### src/rtl/instruction_fetch_unit.sv
// Fetch stage for the single-cycle MIPS core: PC ownership, imem req/ack fetch, next-PC selection.
// Optional performance counters are enabled by defining IFU_PERF_CNT_EN.
module instruction_fetch_unit #(
  parameter logic [31:0] RESET_PC = 32'h0000_0000
) (
  input  logic        clk,
  input  logic        reset,
  output logic        imem_req,
  output logic [31:0] imem_addr,
  input  logic        imem_ack,
  input  logic [31:0] imem_rdata,
  output logic [31:0] instr,
  output logic [5:0]  opcode,
  output logic        instr_valid,
  output logic [31:0] pc,
  output logic [31:0] pc_plus4,
  input  logic        hold,
  input  logic        branch,
  input  logic        zero,
  input  logic        jump,
  output logic [31:0] retired_cnt,
  output logic [31:0] stall_cnt
);

  typedef enum logic [1:0] {
    S_RESET = 2'd0,
    S_FETCH = 2'd1,
    S_ISSUE = 2'd2
  } state_t;

  state_t      state_q, state_d;
  logic [31:0] pc_q, pc_d;
  logic [31:0] instr_q, instr_d;
  logic [31:0] next_pc;
  logic [31:0] branch_off;

  assign pc          = pc_q;
  assign pc_plus4    = pc_q + 32'd4;
  assign imem_addr   = pc_q;
  assign instr       = instr_q;
  assign opcode      = instr_q[31:26];
  assign imem_req    = (state_q == S_FETCH);
  assign instr_valid = (state_q == S_ISSUE);

  // Jump beats a taken branch; the branch offset is a sign-extended word offset.
  assign branch_off = {{14{instr_q[15]}}, instr_q[15:0], 2'b00};
  always_comb begin
    next_pc = pc_plus4;
    if (jump) begin
      next_pc = {pc_plus4[31:28], instr_q[25:0], 2'b00};
    end else if (branch && zero) begin
      next_pc = pc_plus4 + branch_off;
    end
  end

  always_ff @(posedge clk or posedge reset) begin
    if (reset) begin
      state_q <= S_RESET;
      pc_q    <= RESET_PC;
      instr_q <= 32'd0;
    end else begin
      state_q <= state_d;
      pc_q    <= pc_d;
      instr_q <= instr_d;
    end
  end

  always_comb begin
    state_d = state_q;
    pc_d    = pc_q;
    instr_d = instr_q;
    case (state_q)
      S_RESET: state_d = S_FETCH;
      S_FETCH: begin
        if (imem_ack) begin
          instr_d = imem_rdata;
          state_d = S_ISSUE;
        end
      end
      S_ISSUE: begin
        if (!hold) begin
          pc_d    = next_pc;
          state_d = S_FETCH;
        end
      end
      default: state_d = S_RESET;
    endcase
  end

`ifdef IFU_PERF_CNT_EN
  logic [31:0] retired_q;
  logic [31:0] stall_q;

  // Retire on each issue that is released; stall on each fetch cycle without an ack.
  always_ff @(posedge clk or posedge reset) begin
    if (reset) begin
      retired_q <= 32'd0;
      stall_q   <= 32'd0;
    end else begin
      if (state_q == S_ISSUE && !hold) begin
        retired_q <= retired_q + 32'd1;
      end
      if (state_q == S_FETCH && !imem_ack) begin
        stall_q <= stall_q + 32'd1;
      end
    end
  end

  assign retired_cnt = retired_q;
  assign stall_cnt   = stall_q;
`else
  assign retired_cnt = 32'd0;
  assign stall_cnt   = 32'd0;
`endif

endmodule

### config.mk
export PLATFORM = sky130hd
export DESIGN_NAME = instruction_fetch_unit
export DESIGN_NICKNAME = d
export VERILOG_FILES = /design/src/rtl/instruction_fetch_unit.sv
export SDC_FILE = /design/constraint.sdc
export NUM_CORES = 1
export LEC_CHECK = 0
export CAP_MARGIN = 0
export CORE_ASPECT_RATIO = 0.8
export CORE_UTILIZATION = 29
export CTS_BUF_LIST = sky130_fd_sc_hd__clkbuf_4 sky130_fd_sc_hd__clkbuf_8
export DETAILED_ROUTE_END_ITERATION = 6
export DONT_BUFFER_PORTS = 1
export PLACE_DENSITY = 0.55
export REMOVE_ABC_BUFFERS = 1
export SLEW_MARGIN = 20
export SYNTH_ARGS = -nofsm -noshare
export SYNTH_HDL_FRONTEND = slang
export SYNTH_SLANG_ARGS = --single-unit
### constraint.sdc
create_clock -name clk -period 3.9 [get_ports clk]
set_input_delay 0.78 -clock clk [delete_from_list [all_inputs] [get_ports clk]]
set_output_delay 0.78 -clock clk [all_outputs]
set_load 0.01 [all_outputs]
* Yosys cells after proc, flatten, opt, wreduce, memory -nomap -nowiden
Cells that the tools add are included.
** Cells by class
- Add/sub/neg operators :: 2
- Eq/ne operators :: 4
- Multiplexer cells :: 5
- Bitwise operators :: 1
- Reductions and logical operators :: 5
** Operators by type and width (number)
- $mux W32 :: 2
- $add A32 B3 Y32 const B :: 1
- $add A32 B32 Y32 :: 1
- $pmux W2 S3 :: 1
- $reduce_and A2 Y1 :: 3
- $mux W2 :: 2
- $eq A2 B1 Y1 const B :: 1
- $eq A2 B2 Y1 const B :: 1
- $logic_not A2 Y1 :: 1
- $ne A2 B1 Y1 const B :: 1
- $ne A2 B2 Y1 const B :: 1
- $logic_and A1 B1 Y1 :: 1
- $not A1 Y1 :: 1
** Storage, ports and cells
- Register bits :: 66
- Output and inout bits :: 200

* Logic depth before layout (Yosys ltp)
- Depth after elaboration :: 4
- Depth in mapped cells :: 17
- Gate-level depth less buffers :: 17

* Worst setup path before layout
OpenSTA, ideal clock, no wires.
- Path type :: reg2reg
- From :: register pc_q[2], in the netlist imem_addr[2]
- To :: register pc_q[31], in the netlist imem_addr[31]
- Library setup time :: 92 ps
- Arrival :: 3702 ps
- Required time :: 3808 ps
- Path slack :: 106 ps
- Stages on the path, launching flop included :: 16
- Buffers on the path :: 1
- Period minus slack after synthesis :: 3794 ps
- Path through :: dfrtp_1 ha_1 nand4_1 nor2_1 nand3_1 nor2_1 nand2_1 xnor2_1 ha_1 clkdlybuf4s50_2 and3_2 and3_1 a211oi_2 xnor2_1 and3_1 o31ai_2
** On the way
- Longest elaborated chain between the ends :: 4
** RTL lines
- start: declaration :: line 32 : logic [31:0] pc_q, pc_d;
- start signal: assignment :: line 63 : pc_q <= pc_d;
- $add A32 B3 Y32 :: line 38 : assign pc_plus4 = pc_q + 32'd4;
- net pc_plus4[28] :: line 16 : output logic [31:0] pc_plus4,
- $add A32 B32 Y32 :: line 52 : next_pc = pc_plus4 + branch_off;
- $mux W32 :: line 51 : end else if (branch && zero) begin
- $mux W32 :: line 49 : if (jump) begin
The timed path passes the listed nets, and every way through them passes these cells.
A chain may end at the register's enable or synchronous reset.

* Final worst setup path
- From :: register pc_q[3], in the netlist imem_addr[3]
- To :: register pc_q[28], in the netlist imem_addr[28]
** On the way
- Longest elaborated chain between the ends :: 4
** RTL lines (line)
- $add A32 B3 Y32 (*) :: 38
- $add A32 B32 Y32 :: 52
- $mux W32 :: 51
- $mux W32 (*) :: 49
Mark *: on every way between the ends. The rest lies on a longest branch, timed or not.

==> results.txt <==
The length of the first detailed-routing pass in iterations came out at 4. The master of the slowest instance on the critical path is sky130_fd_sc_hd__a2111o_1. In this run the standard cell core region covers 0.0199 mm^2.

The congestion estimate from routability-driven global placement came to 0.923. At the worst endpoint, the required time is 4140 ps. The pin count of the biggest net entering global routing came out at 46.

The most critical setup path has its endpoint at imem_addr[28]. The cell at the root of the clock tree is sky130_fd_sc_hd__clkbuf_8. The minimum clock period after layout came out at 3640 ps.

Leaving out fill and tap cells, the most frequent cells in the layout are sky130_fd_sc_hd__buf_4 (73), sky130_fd_sc_hd__conb_1 (70), sky130_fd_sc_hd__nand2_1 (65). Buffers inserted to repair hold after CTS numbered 0. The global route total overflow is 0. The count of unresolved DRC violations after routing is 0.

239 I/O pins were placed. The worst hold path belongs to the class in -> async. The top achievable clock speed is 0.275 GHz.

The antenna violation net count after detailed routing came out at 0. The total die area came out at 0.0208 mm^2. In the synthesized netlist the async set-or-reset flop fraction comes to 100%. Once the floorplan was initialized, standard cells occupied 29.6% of the core. In this run the worst path has a maximum fanout of 6. The horizontal die dimension is 161 um.

The gate family responsible for the most delay along the worst path is compound AO/OA/AOI/OAI gates. The global-route wire length before repair came out at 26600 um. The total wire length after detailed routing is 17400 um. The number of standard-cell rows in the floorplan came out at 46. The number of clock buffers inserted by TritonCTS is 9. The clock latency reported for the late side of the worst-skew pair is 360 ps. The max-capacitance violation count came out at 0. The H-tree was split into 3 levels.

In the global route stage, overall resource usage came out at 16.6%. The total inserted antenna cells came out at 0. The number of different library cells used by synthesis comes to 64. The area taken by flip-flops and latches came out at 0.00160 mm^2. The area after detailed placement is 0.00610 mm^2. The slew at the pin closest to its max-slew limit is 863 ps.

The most numerous cell type found on the critical path is sky130_fd_sc_hd__buf_4. The combinational fraction of design power came out at 67.6%. Counting every sink on the clock net gives 64. The critical path in this run is classified as reg -> reg. For this run, the post-layout net count is 792.

The worst-case hold slack came out at 449 ps. The worst endpoint data arrival time came out at 3880 ps. Summing the sequential cell areas from Yosys gives 27.3% of the chip area. The final number of max-transition violations is 0. The internal power is 3.25 mW. In the final timing run, aggregate negative setup slack is 0 ps. The net switching fraction of the power came out at 51.1%.

The most instantiated flip-flop cell in the synthesis netlist is sky130_fd_sc_hd__dfrtp_1. The depth of the critical timing path with buffers and inverters included is 14. The cell area after layout is 0.00639 mm^2. The worst register-to-register path has a depth of 14.

In this run the static leakage power is 2.94 nW. The via-per-instance ratio is 4.93. The worst-case clock skew is 14.9 ps. In this run the power spent charging and discharging nets is 3.39 mW.

The number of synthesis warnings is 0. The combined area of all synthesized cells is 0.00588 mm^2. The part of the cycle the worst path needs came out at 93.3%.

The capture instance of the worst register-to-register path is imem_addr[28]. The area used by multi-input combinational logic is 0.00366 mm^2. The total of buffers placed on input and output ports is 0. The leading cell type in the layout, fill and taps excluded is sky130_fd_sc_hd__buf_4. At the placement stage, the worst setup path has a slack of 60.9 ps. The area growth from synthesis to layout came out at 8.67%. The number of setup violations in the final report is 0. The synthesized instance count came out at 691. The clock tree from TritonCTS is built. Per report_power, the clock group accounts for 10.1% of the total.

The worst setup path is launched from a flip-flop. Detailed placement finished with a half-perimeter wire length of 13400 um. The run finished with clean final reports.

STA classifies the critical path endpoint as a flip-flop. The chip height came out at 129 um. The total via count after detailed routing is 4853. Across the VDD grid, the largest voltage drop is 364 uV. Setup slack on the worst reg-to-reg path comes out at 260 ps. The total power draw came out at 6.64 mW. The initial antenna violation count is 0. The fill cell instance count of the final layout came out at 2111. The clock-pin slew reported for the worst setup and hold paths after clock tree synthesis is 80 ps. The number of buffers and inverters on the critical path came out at 2.

The signal on the critical path passes through buf_4, nand2_1, nor2_2, and3_1, xor2_1, ha_1, a2111o_1, o2111ai_2, o211ai_1, a21o_1, a221oi_1, buf_4, nor2_1, a311oi_1. Averaged over all synthesized cells, the footprint is 8.50 um^2. The DRC violation total after the first TritonRoute iteration is 263.

The post-layout worst setup margin came out at 263 ps. The share of cells above drive strength 1 is 20.7%. Synthesis inferred 64 register bits.

In this run the worst setup path begins at imem_addr[3]. Power spread over the standard cell area amounts to 1040 mW/mm^2. The count of flip-flops with a built-in enable after synthesis came out at 0. In this run the deepest clock path goes through 2 buffers. The number of global-route vias before repair came out at 4512.

The largest incremental delay on the critical path came out at 460 ps. The count of final hold-check violations is 0. The worst relative slew slack is 42.4%.

The worst flop-to-flop path startpoint is imem_addr[3]. After detailed routing, the average wire length per cell comes to 17.6 um. The register share of total power came out at 22.4%.
-- cells in the mapped netlist, drive strengths merged, types with 3 or more instances --
master	count	share of area (%)
buf	113	14
nand2	65	4.2
dfrtp	64	27
o21ai	48	4.1
nor2	47	3.0
a21oi	44	3.8
ha	36	7.7
mux2	32	6.1
xnor2	29	4.3
nand3	23	2.0
a21o	20	2.6
xor2	20	3.0
and3	15	1.6
clkbuf	14	0.89
nand4	14	1.5
a211oi	11	1.5
nor3	8	0.77
o211ai	8	1.0
inv	7	0.45
a31oi	6	0.64
or3	6	0.64
a211o	5	0.75
nand2b	5	0.57
nor2b	5	0.53
o31ai	4	0.60
a221o	3	0.51
a311oi	3	0.45
and2	3	0.32
o22ai	3	0.32
-- kinds of logic after synthesis --
kind of cell / Yosys count / synth area share, %
other: 1 / 0.0638
buffers and inverters: 136 / 16.0
AOI/OAI and AO/OA: 173 / 19.0
adders and majority gates: 37 / 8.01
DFF: 64 / 27.3
muxes: 34 / 6.47
and+or+nand+nor: 197 / 15.9
xor gates and xnor gates: 49 / 7.30
-- sequential cells by signal, indices dropped and copies added, names as in the netlist --
register,flops
instr,32
imem_addr,30
state_q,2
-- per-stage QoR --
step	instances	util [%]
floorplan	632	-
global placement	968	30.7
detailed placement	968	30.7
CTS	984	31.8
global route	985	32.2
finish	985	32.2
-- power by group through the flow --
stage                     logic, mW  registers, mW  clock network (mW)
after floorplan                2.91           1.59                   0
after global placement         4.38           1.50                   0
after detailed placement       4.39           1.50                   0
after CTS                      4.41           1.49               0.683
after global routing           4.95           1.56               0.701
final                          4.49           1.49               0.667
-- layer usage --
metal	vias to the layer above	part of all wire (%)	global-route usage [%]	wire (um)
met5	-	0	0	0
met4	0	0.51	3.11	89
met3	7	7.8	4.96	1350
met2	187	44	26.1	7660
met1	2318	48	22.6	8260
li1	2341	-	-	-
-- cell type report --
cell class,count,share of cell area [%]
Inverter,8,0.490
Tap cell,264,5.17
Timing Repair Buffer,73,8.58
Multi-Input combinational cell,560,57.2
Clock buffer,9,1.94
Clock inverter,7,1.49
Sequential cell,64,25.1
-- worst min-delay path by stage --
stage	from	to	slack (ps)	depth (start not counted)
floorplan	state_q[1]	state_q[0]	470	1
global placement	state_q[1]	state_q[0]	490	1
detailed placement	imem_addr[3]	imem_addr[3]	510	2
CTS	hold	state_q[1]	510	2
global route	reset	state_q[1]	510	1
finish	reset	instr[26]	450	1
-- what timing repair did --
action | 4_1_cts | 5_1_grt
setup endpoints to repair | 0 | 5
buffers inserted | 0 | 1
resized for setup | 0 | 16
(Power assumes the default switching activity.)
